**src/rtl/alu_pkg.sv**
```systemverilog
// Shared ALU definitions: divider FSM states, default datapath width and
// the divide-by-zero quotient constant.
package alu_pkg;

    localparam int DIV_WIDTH = 32;

    // Stored signed so a size cast sign-extends it to all-ones at any width.
    localparam logic signed [DIV_WIDTH-1:0] DIV_ZERO_QUOT = '1;

    typedef enum logic [1:0] {
        IDLE = 2'd0,
        RUN  = 2'd1,
        FIX  = 2'd2
    } div_state_t;

endpackage

```
**src/rtl/alu_div_seq_div_step.sv**
```systemverilog
// One combinational restoring-division step: shift the next dividend bit into
// the partial remainder, subtract the divisor when it fits, and emit a quotient bit.
module div_step #(
    parameter int WIDTH = 32
) (
    input  logic [WIDTH-1:0] r_in,
    input  logic [WIDTH-1:0] q_in,
    input  logic [WIDTH-1:0] d_in,
    output logic [WIDTH-1:0] r_out,
    output logic [WIDTH-1:0] q_out
);

    logic [WIDTH:0] r_sh;
    logic           ge;

    // The remainder entering a step is always below the divisor, so the
    // WIDTH+1-bit shifted value never loses a bit and the difference fits WIDTH.
    assign r_sh  = {r_in, q_in[WIDTH-1]};
    assign ge    = (r_sh >= {1'b0, d_in});
    assign r_out = ge ? WIDTH'(r_sh - {1'b0, d_in}) : r_sh[WIDTH-1:0];
    assign q_out = {q_in[WIDTH-2:0], ge};

endmodule

```
**src/rtl/alu_div_seq.sv**
```systemverilog
// Iterative signed/unsigned divider with RISC-V DIV/DIVU/REM/REMU results:
// Start launches, Busy stalls the pipeline, Done pulses when Result/Result_2 are valid.
module alu_div_seq
    import alu_pkg::*;
#(
    parameter int WIDTH = DIV_WIDTH
) (
    input  logic             CLK,
    input  logic             RST_N,
    input  logic             Start,
    input  logic             Signed,
    input  logic [WIDTH-1:0] X,
    input  logic [WIDTH-1:0] Y,
    output logic             Busy,
    output logic             Done,
    output logic [WIDTH-1:0] Result,
    output logic [WIDTH-1:0] Result_2,
    output logic             DivZero
);

    localparam int CNT_W = $clog2(WIDTH);

    div_state_t       state, state_nxt;
    logic [CNT_W-1:0] cnt;
    logic [WIDTH-1:0] rem_q, quo_q, dvs_q;
    logic [WIDTH-1:0] rem_nxt, quo_nxt;
    logic             sx, sy, sgn;
    logic             launch, y_zero, last_step;

    function automatic logic [WIDTH-1:0] cond_neg(input logic [WIDTH-1:0] v, input logic neg);
        logic signed [WIDTH-1:0] sv;
        sv = signed'(v);
        return neg ? -sv : sv;
    endfunction

    assign y_zero    = (Y == '0);
    assign launch    = (state == IDLE) && Start;
    assign last_step = (cnt == CNT_W'(WIDTH - 1));
    assign Busy      = (state != IDLE);

    div_step #(.WIDTH(WIDTH)) u_step (
        .r_in  (rem_q),
        .q_in  (quo_q),
        .d_in  (dvs_q),
        .r_out (rem_nxt),
        .q_out (quo_nxt)
    );

    always_ff @(posedge CLK or negedge RST_N) begin
        if (!RST_N) state <= IDLE;
        else        state <= state_nxt;
    end

    always_comb begin
        state_nxt = state;
        case (state)
            IDLE:    if (Start && !y_zero) state_nxt = RUN;
            RUN:     if (last_step)        state_nxt = FIX;
            FIX:     state_nxt = IDLE;
            default: state_nxt = IDLE;
        endcase
    end

    // Control and architectural outputs; an in-flight operation dies with reset.
    always_ff @(posedge CLK or negedge RST_N) begin
        if (!RST_N) begin
            cnt      <= '0;
            Done     <= 1'b0;
            DivZero  <= 1'b0;
            Result   <= '0;
            Result_2 <= '0;
        end else begin
            Done <= 1'b0;
            case (state)
                IDLE: begin
                    cnt <= '0;
                    if (launch && y_zero) begin
                        Result   <= WIDTH'(DIV_ZERO_QUOT);
                        Result_2 <= X;
                        DivZero  <= 1'b1;
                        Done     <= 1'b1;
                    end
                end
                RUN: cnt <= cnt + 1'b1;
                FIX: begin
                    Result   <= cond_neg(quo_q, sgn & (sx ^ sy));
                    Result_2 <= cond_neg(rem_q, sgn & sx);
                    DivZero  <= 1'b0;
                    Done     <= 1'b1;
                end
                default: cnt <= '0;
            endcase
        end
    end

    // Operand magnitudes and the iterating remainder/quotient pair.
    always_ff @(posedge CLK) begin
        if (launch && !y_zero) begin
            sgn   <= Signed;
            sx    <= Signed & X[WIDTH-1];
            sy    <= Signed & Y[WIDTH-1];
            rem_q <= '0;
            quo_q <= cond_neg(X, Signed & X[WIDTH-1]);
            dvs_q <= cond_neg(Y, Signed & Y[WIDTH-1]);
        end else if (state == RUN) begin
            rem_q <= rem_nxt;
            quo_q <= quo_nxt;
        end
    end

endmodule

```
**config.mk**
```make
export PLATFORM = sky130hd
export DESIGN_NAME = alu_div_seq
export DESIGN_NICKNAME = d
export VERILOG_FILES = /design/src/rtl/alu_pkg.sv /design/src/rtl/alu_div_seq_div_step.sv /design/src/rtl/alu_div_seq.sv
export SDC_FILE = /design/constraint.sdc
export NUM_CORES = 1
export LEC_CHECK = 0
export BUFFER_PORTS_ARGS = -buffer_cell sky130_fd_sc_hd__buf_2
export CAP_MARGIN = 20
export CORE_ASPECT_RATIO = 0.7
export CORE_MARGIN = 2
export CORE_UTILIZATION = 64
export CTS_CLUSTER_SIZE = 10
export DETAILED_ROUTE_END_ITERATION = 10
export GPL_TIMING_DRIVEN = 0
export PLACE_DENSITY = 0.87
export SYNTH_ARGS = -nofsm -noshare
export SYNTH_HDL_FRONTEND = slang
export SYNTH_SLANG_ARGS = --single-unit
```
**constraint.sdc**
```tcl
create_clock -name CLK -period 4.6 [get_ports CLK]
set_input_delay 0.92 -clock CLK [delete_from_list [all_inputs] [get_ports CLK]]
set_output_delay 0.92 -clock CLK [all_outputs]
set_load 0.1 [all_outputs]
```
Yosys cells after proc, flatten, opt, wreduce, memory -nomap -nowiden. Cells that the tools add are included.

Flip-flop bits (word level): 172. Bits of input ports: 68. Output and inout bits: 67. Logic and storage cells: 61.

Add/subtract/negate cells: 6. Order comparisons: 1. Eq/ne operators: 6. Mux-type cells: 19. Bitwise logic cells: 5. Reduce and logical (&&, ||, !) cells: 12.

Operator list (count): 32-bit two-way mux (9); 32-bit negator (4); 32-bit case mux with 2 select lines (2); 33-bit by 32-bit >= comparator with 1-bit output (1); 32-bit logical NOT (1); 32-bit subtractor (1); 5-bit case mux with 2 select lines (1); 2-bit nonzero test (3); 5-bit by 1-bit adder with 5-bit output, second input constant (1); 5-bit equality test, second input constant (1); 1-bit AND (4); 1-bit logical AND (4); 2-bit two-way mux (2); 2-bit by 1-bit != test with 1-bit output, second input constant (2); 1-bit case mux with 2 select lines (2); 2-bit case mux with 2 select lines (1); 2-bit AND reduction (2); 2-bit by 1-bit equality test with 1-bit output, second input constant (1); 2-bit equality test, second input constant (1); 2-bit logical NOT (1); 1-bit two-way mux (2); 2-bit != test, second input constant (1); 1-bit logical NOT (1); 1-bit bitwise XOR (1).

Longest topological paths before layout. Gate-level depths: netlist of run 1.

Depth in word-level cells: 5. Depth in mapped cells: 13. Depth with buffers taken out: 12.

Hierarchy. A second synthesis of run 1 with hierarchy kept.

Cell total of the unflattened synthesis: 1322. Area, all modules: 11741.3 um2.

Modules (own cells, without submodules): alu_div_seq (times used 1, cells an instance 967, area each 9170.0 um2, seq. area each 4479.3 um2); div_step (times used 1, cells an instance 355, area each 2571.2 um2, seq. area each 0.0 um2).

Worst setup path after synthesis of run 1. OpenSTA, ideal clock, no wires.

Path type: input port to flip-flop. Start point: in Y[6]. End point: reg quo_q[0], enable pin. Library setup time: 0.401 ns. Data arrival time: 3.805 ns. Required time: 4.199 ns. Setup slack: 0.394 ns. Cell stages on the path: 8. Path buffers: 0. Cell sequence: or4_1 or3_4 nor4_4 and2_2 a21o_2 inv_1 nor2_1 inv_1.

Cells in the longest elaborated chain, start to end: 4.

Ends and longest elaborated chain: from (decl) (RTL line alu_div_seq.sv:13) `input logic [WIDTH-1:0] Y,`; 32-bit logical NOT (RTL line alu_div_seq.sv:36) `assign y_zero = (Y == '0);`; 1-bit logical NOT (RTL line alu_div_seq.sv:98) `if (launch && !y_zero) begin`; 1-bit logical AND (RTL line alu_div_seq.sv:98); 2-bit nonzero test (no line); to (signal assigned) (RTL line alu_div_seq.sv:103) `quo_q <= cond_neg(X, Signed & X[WIDTH-1]);`; to (signal assigned) (RTL line alu_div_seq.sv:107) `quo_q <= quo_nxt;`; to (decl) (RTL line alu_div_seq.sv:25) `logic [WIDTH-1:0] rem_q, quo_q, dvs_q;`.

No other way between the ends. A chain may end at the register's enable or synchronous reset.

Final worst setup path of run 1.
Start point: in Y[6]. End point: reg quo_q[1], enable pin.

Same word-level chain as after synthesis.

==> results of run 1 <==
[repair_timing]
item | 4_1_cts | 5_1_grt
hold endpoints to repair | 0 | 0
hold buffers | 0 | 0
setup endpoints to repair | 0 | 25
resized for setup | 0 | 1
[state kept, by name, summed over array words and instances, names as in the netlist, 2 cells and up]
signal / cells
rem_q: 32
quo_q: 32
dvs_q: 32
Result: 32
Result_2: 32
state: 2
cnt: 5
[per-stage QoR]
stage | instance area, µm² | hold slack [ns]
2_1_floorplan | 11040 | 0.4800
3_3_place_gp | 11990 | 0.4586
3_5_place_dp | 12050 | 0.4793
4_1_cts | 12610 | 0.4952
5_1_grt | 12610 | 0.5073
6_report | 12610 | 0.4823
[layout make-up]
type | count | area [µm²]
flip-flops and latches | 172 | 4479
clock buffers | 18 | 429.2
fillers | 1267 | 4402
plain buffers | 64 | 267.8
clock inverters | 14 | 131.4
multi-input cells | 966 | 6077
inverters | 58 | 217.7
well taps | 231 | 289.0
repair buffers | 135 | 723.2
[worst paths after layout]
check                      startpoint          end  slack [ns]  cells past startpoint
max                              Y[6]     quo_q[1]        0.30                     10
max in group asynchronous       RST_N  Result_2[3]        3.81                      2
min in group CLK              DivZero      DivZero        0.50                      2
max reg2reg                 rem_q[27]    rem_q[12]        0.47                     11
min reg2reg                   DivZero      DivZero        0.50                      2
min                             RST_N   Result[26]        0.48                      2
[power breakdown]
group          switching [mW]  internal, mW
registers               0.485          2.00
logic                    1.70          1.18
clock network           0.687         0.716
[layer usage]
layer,up-vias,global-route usage
li1,4831,-
met1,5007,0.5179
met2,652,0.5127
met3,82,0.1036
met4,0,0.1083
met5,-,0.01337
[cells in the final DEF, fill, tap and decap left out, types with 13 or more instances in the layout]
master and count:
sky130_fd_sc_hd__edfxtp_1 67, sky130_fd_sc_hd__nand3_1 32, sky130_fd_sc_hd__nor4_1 17, sky130_fd_sc_hd__o22ai_1 19
sky130_fd_sc_hd__and2_1 14, sky130_fd_sc_hd__mux2i_1 14, sky130_fd_sc_hd__o21ai_0 122, sky130_fd_sc_hd__clkbuf_16 17
sky130_fd_sc_hd__xnor2_1 81, sky130_fd_sc_hd__a21oi_1 112, sky130_fd_sc_hd__buf_2 147, sky130_fd_sc_hd__nand2b_1 13
sky130_fd_sc_hd__dfrtp_1 73, sky130_fd_sc_hd__nor3_1 27, sky130_fd_sc_hd__o31ai_1 21, sky130_fd_sc_hd__clkbuf_1 44
sky130_fd_sc_hd__dfxtp_1 32, sky130_fd_sc_hd__ha_1 38, sky130_fd_sc_hd__xor2_1 66, sky130_fd_sc_hd__nand2_1 128
sky130_fd_sc_hd__nor2_1 97, sky130_fd_sc_hd__a31oi_1 29, sky130_fd_sc_hd__inv_1 56
[cell families after synthesis]
logic type	Yosys count	synth area share
AND/OR/NAND/NOR	400	0.1791
AO/OA/AOI/OAI	366	0.1970
flip-flops	172	0.4058
XOR/XNOR	147	0.1166
buffers and inverters	122	0.04397
adder cells (fa/ha/maj)	39	0.04488
multiplexers	14	0.01269
[worst max-delay path: stages]
cell,delay (ns)
sky130_fd_sc_hd__buf_2,0.13
sky130_fd_sc_hd__or4_1,0.57
sky130_fd_sc_hd__or3_4,0.39
sky130_fd_sc_hd__nor4_4,0.34
sky130_fd_sc_hd__and2_2,0.30
sky130_fd_sc_hd__a21o_2,0.30
sky130_fd_sc_hd__inv_2,0.42
sky130_fd_sc_hd__nor2_2,0.50
sky130_fd_sc_hd__inv_1,0.33
sky130_fd_sc_hd__buf_16,0.27
==> results.cfg, run 1 <==
[flow_run]
max_cap_viol_count = 0

[final_layout]
fin_nets = 1521
area.growth.synth_to_final_pct = 14.27
finish.cell_count_without_fillers = 1658
layout_cell_share_with_drive_strength_beyond_1 = 0.1486
insertedDiodeCount = 0
layout.core_utilization = 0.7413

[yosys]
synth-edff-count = 67
async_reset_ff_frac = 0.4244
synth_top_cell_area_share = 0.1823
yosysWarningCount = 0
synthesis.area_um2 = 11040
seq_area_frac_synth = 0.4058
post_synthesis_instance_total = 1260
synth_area_leaders = sky130_fd_sc_hd__edfxtp_1 (18%), sky130_fd_sc_hd__dfrtp_1 (17%), sky130_fd_sc_hd__xnor2_1 (6.4%), sky130_fd_sc_hd__dfxtp_1 (5.8%), sky130_fd_sc_hd__o21ai_0 (5.5%)
synth_cell_types = 72
synth_area_leader_cell = sky130_fd_sc_hd__edfxtp_1
synth_top_flop_cell = sky130_fd_sc_hd__dfrtp_1
yosysMostFrequentCell = sky130_fd_sc_hd__nand2_1
postSynthRegisterBits = 172
post_synth_most_frequent_cells = sky130_fd_sc_hd__nand2_1 (128), sky130_fd_sc_hd__o21ai_0 (122), sky130_fd_sc_hd__a21oi_1 (112)
syn_avg_cell_area_um2 = 8.761
synthesis.nets = 1367

[sta]
final-max-slew-violation-count = 0
worst_clock_skew_ns = 0.01450
timing_worst_slew_pin_value_ns = 0.9820
finalCriticalPeriod_ns = 4.303
slew-limit-headroom = 0.3444
totalNegativeSetupSlack_ns = 0
hold_viol_final = 0
rsz0062_at_grt = no
report.final.setup_viol = 0
finalWorstSetupSlack_ns = 0.2971
timing.fmax_mhz = 232.4
final_min_period_over_clock_period = 0.9354

[run_status]
run_status = complete, no violations

[floorplan]
floorplan.die_area_um2 = 18330
floorplan.die.width_um = 161.0
placeableCoreArea_um2 = 17020
chip_height_um = 113.9
floorplan.rows = 40
io_pins = 135
initial_core_util = 0.6488

[critical_path]
timing.critical_path.to_type = flop
required_time_worst_endpoint_ns = 4.79
critPathArrivalTime_ns = 4.49
timing.critical_path.from_type = input pin
maximum_fanout_encountered_on_the_critical_timing_path = 41
worstSetupPathType = input pin to flop

[clock_network]
worstSkewPairLatency_ns = 0.45
post_cts.repair.setup_buffers = 0
cts-root-buf = sky130_fd_sc_hd__clkbuf_16
number_of_clock_sinks_seen_by_cts = 172
ctsHtreeMaxLevel = 4
clock_tree_from_tritoncts = built
clkSlewWorstSetupHoldPaths_ns = 0.08
cts-buffers-inserted = 17
clock_path_buffers = 2

[route]
remaining_drc_errors = 0
wirelength_met1_mm = 14.02
drt_pre_antenna_iters = 6
total_routed_wirelength_mm = 32.19
routed-wl-met2_mm = 13.35
detail-route-antenna-nets = 0
via_density_per_instance = 6.376
drt-wirelength-per-cell_um = 19.42
dr.max_layer_used = met4
drc_violation_total_after_the_first_tritonroute_iteration = 1200
wl_met3_mm = 4.080
vias_post_dr = 10570

[grt]
antenna_found_initial = 0
grt_start_max_net_pins = 74
gr-usage-all-layers = 0.3553
number_of_global_route_vias_before_repair = 9854
overflow = 0
grt_first_pass_wirelength_mm = 50.96

[power]
power.total_mw = 6.771
irDropWorstVdd_mv = 0.3353
standby_leakage_power_nw = 5.252
power_per_cell_area_nw_per_um2 = 536.8

[placed_design]
placement.setup.worst_slack_ns = -0.2889
gp_routability_congestion = 0.9552
place.detailed.hpwl_mm = 24.70
io_buffers = 133
placed_cells_incl_taps = 1626

[worst_hold_path]
hold_path.class = input pin to asynchronous set/reset pin
(Power assumes the default switching activity.)
==> run 2: changes to the inputs <==
- HOLD_SLACK_MARGIN: default -> 0.08
- PLACE_DENSITY: 0.87 -> 0.85
==> results.cfg, run 2 (synthesis results as in run 1) <==
[clock_network]
cts-root-buf = sky130_fd_sc_hd__clkbuf_16
clkSlewWorstSetupHoldPaths_ns = 0.07
worstSkewPairLatency_ns = 0.45
cts-buffers-inserted = 17
clock_tree_from_tritoncts = built
clock_path_buffers = 2
ctsHtreeMaxLevel = 4
number_of_clock_sinks_seen_by_cts = 172
cts-hold-fix-buffers = 0

[grt]
gr-usage-all-layers = 0.3615
grt_start_max_net_pins = 61
number_of_global_route_vias_before_repair = 9770
global_route.peak_usage_layer = met1
grt.met1_usage = 0.5448
grt_first_pass_wirelength_mm = 51.60
use_met3 = 0.09891
met2_usage = 0.5142
antenna_found_initial = 1
overflow = 0

[route]
vias_post_dr = 10670
total_routed_wirelength_mm = 32.90
drc_violation_total_after_the_first_tritonroute_iteration = 1603
detail-route-antenna-nets = 0
drt-wirelength-per-cell_um = 19.83
via_density_per_instance = 6.429
remaining_drc_errors = 0
drt_pre_antenna_iters = 6

[floorplan]
chip_height_um = 113.9
floorplan.rows = 40
floorplan.die_area_um2 = 18330
io_pins = 135
floorplan.die.width_um = 161.0
initial_core_util = 0.6488
placeableCoreArea_um2 = 17020

[placed_design]
placed_cells_incl_taps = 1626
dpl-instance-area_um2 = 12050
place.detailed.hpwl_mm = 24.76
gp_routability_congestion = 0.9618
placement.setup.worst_slack_ns = -0.2237
io_buffers = 133

[critical_path]
critPathArrivalTime_ns = 4.74
timing.critical_path.from_type = flop
r2r_start = rem_q[27]
reg2reg_to = rem_q[27]
worstRegToRegCells = 11
maximum_fanout_encountered_on_the_critical_timing_path = 10
worstSetupPathType = flop to flop
timing.critical_path.to_type = flop
required_time_worst_endpoint_ns = 4.96
reg2reg_slack_ns = 0.22

[run_status]
run_status = complete, no violations

[sta]
worst_clock_skew_ns = 0.01048
timing.fmax_mhz = 228.4
totalNegativeSetupSlack_ns = 0
rsz0062_at_grt = no
slew-limit-headroom = 0.2769
finalCriticalPeriod_ns = 4.379
finalWorstSetupSlack_ns = 0.2211
report.final.setup_viol = 0
final-max-slew-violation-count = 0
timing_worst_slew_pin_value_ns = 1.075
hold_viol_final = 0
final_min_period_over_clock_period = 0.9519

[final_layout]
layout.core_utilization = 0.7436
fin_nets = 1521
area.growth.synth_to_final_pct = 14.62
layout.cells.most_common_list = sky130_fd_sc_hd__buf_2 (147), sky130_fd_sc_hd__nand2_1 (128), sky130_fd_sc_hd__o21ai_0 (122)
post-route-cell-area_um2 = 12650
layout_commonest_cell = sky130_fd_sc_hd__buf_2
layout_cell_share_with_drive_strength_beyond_1 = 0.1493
finish.cell_count_without_fillers = 1659

[flow_run]
max_cap_viol_count = 0

[power]
irDropWorstVdd_mv = 0.4772
standby_leakage_power_nw = 5.273
power_per_cell_area_nw_per_um2 = 544.5

[worst_hold_path]
hold_path.class = input pin to asynchronous set/reset pin
[run 2: cell types whose count changed in the layout (fill, tap and decap cells not counted)]
cell,previous run,this run
sky130_fd_sc_hd__bufinv_16,0,1
sky130_fd_sc_hd__clkbuf_1,44,43
sky130_fd_sc_hd__clkinv_2,1,0
sky130_fd_sc_hd__clkinvlp_4,2,1
sky130_fd_sc_hd__diode_2,0,1
sky130_fd_sc_hd__inv_8,4,6
[run 2: metrics by stage]
stage	total power [mW]	hold slack [ns]
after global routing	7.281	0.3244
after floorplan	4.501	0.4800
after CTS	6.780	0.3235
after global placement	5.186	0.4602
final	6.890	0.3192
after detailed placement	5.290	0.4604
[run 2: where the power goes]
part           switching (mW)  internal, mW
logic                    1.72          1.18
clock network           0.713         0.779
registers               0.498          2.00
total                    2.93          3.96
[run 2: how the worst max path moves through the flow]
| stage | slack, ns | from | endpoint | cells past startpoint |
|---|---|---|---|---|
| 2_1_floorplan | 0.39 | Y[6] | quo_q[0] | 8 |
| 3_3_place_gp | -0.94 | Y[6] | quo_q[6] | 9 |
| 3_5_place_dp | -0.22 | Y[6] | quo_q[6] | 10 |
| 4_1_cts | 0.23 | Y[6] | quo_q[3] | 10 |
| 5_1_grt | 0.13 | Y[6] | quo_q[0] | 10 |
| 6_report | 0.22 | rem_q[27] | rem_q[27] | 11 |
[run 2: repair_timing]
item | in CTS | in global routing
endpoints found under the setup margin | 0 | 24
gates resized for setup | 0 | 1
buffers inserted | 0 | 0
[run 2: final cells by class]
type                       instances  area [µm²]
inverter                          58       217.7
fill                            1273        4363
antenna                            1       2.502
multi-input combinational        966        6077
tap                              231       289.0
buffer                            64       267.8
clock buffer                      17       425.4
sequential                       172        4479
clock inverter                    15       171.4
timing repair buffer             135       723.2
[run 2: per-layer routing]
| metal | part of all wire | vias up | wire (µm) |
|---|---|---|---|
| li1 | - | 4844 | - |
| met1 | 0.43 | 5103 | 14080 |
| met2 | 0.43 | 650 | 14030 |
| met4 | 0.020 | 0 | 663 |
| met5 | 0 | - | 0 |
| met3 | 0.13 | 69 | 4128 |
[run 2: worst max-delay path: stages (launching register included)]
cell,delay (ns)
sky130_fd_sc_hd__dfxtp_1,0.42
sky130_fd_sc_hd__ha_1,0.33
sky130_fd_sc_hd__clkbuf_1,0.29
sky130_fd_sc_hd__nand4_1,0.41
sky130_fd_sc_hd__nor4_1,1.00
sky130_fd_sc_hd__a311oi_1,0.22
sky130_fd_sc_hd__o22ai_1,0.18
sky130_fd_sc_hd__a21oi_1,0.17
sky130_fd_sc_hd__nand2_1,0.44
sky130_fd_sc_hd__buf_2,0.37
sky130_fd_sc_hd__nand2_1,0.23
sky130_fd_sc_hd__o21ai_0,0.23
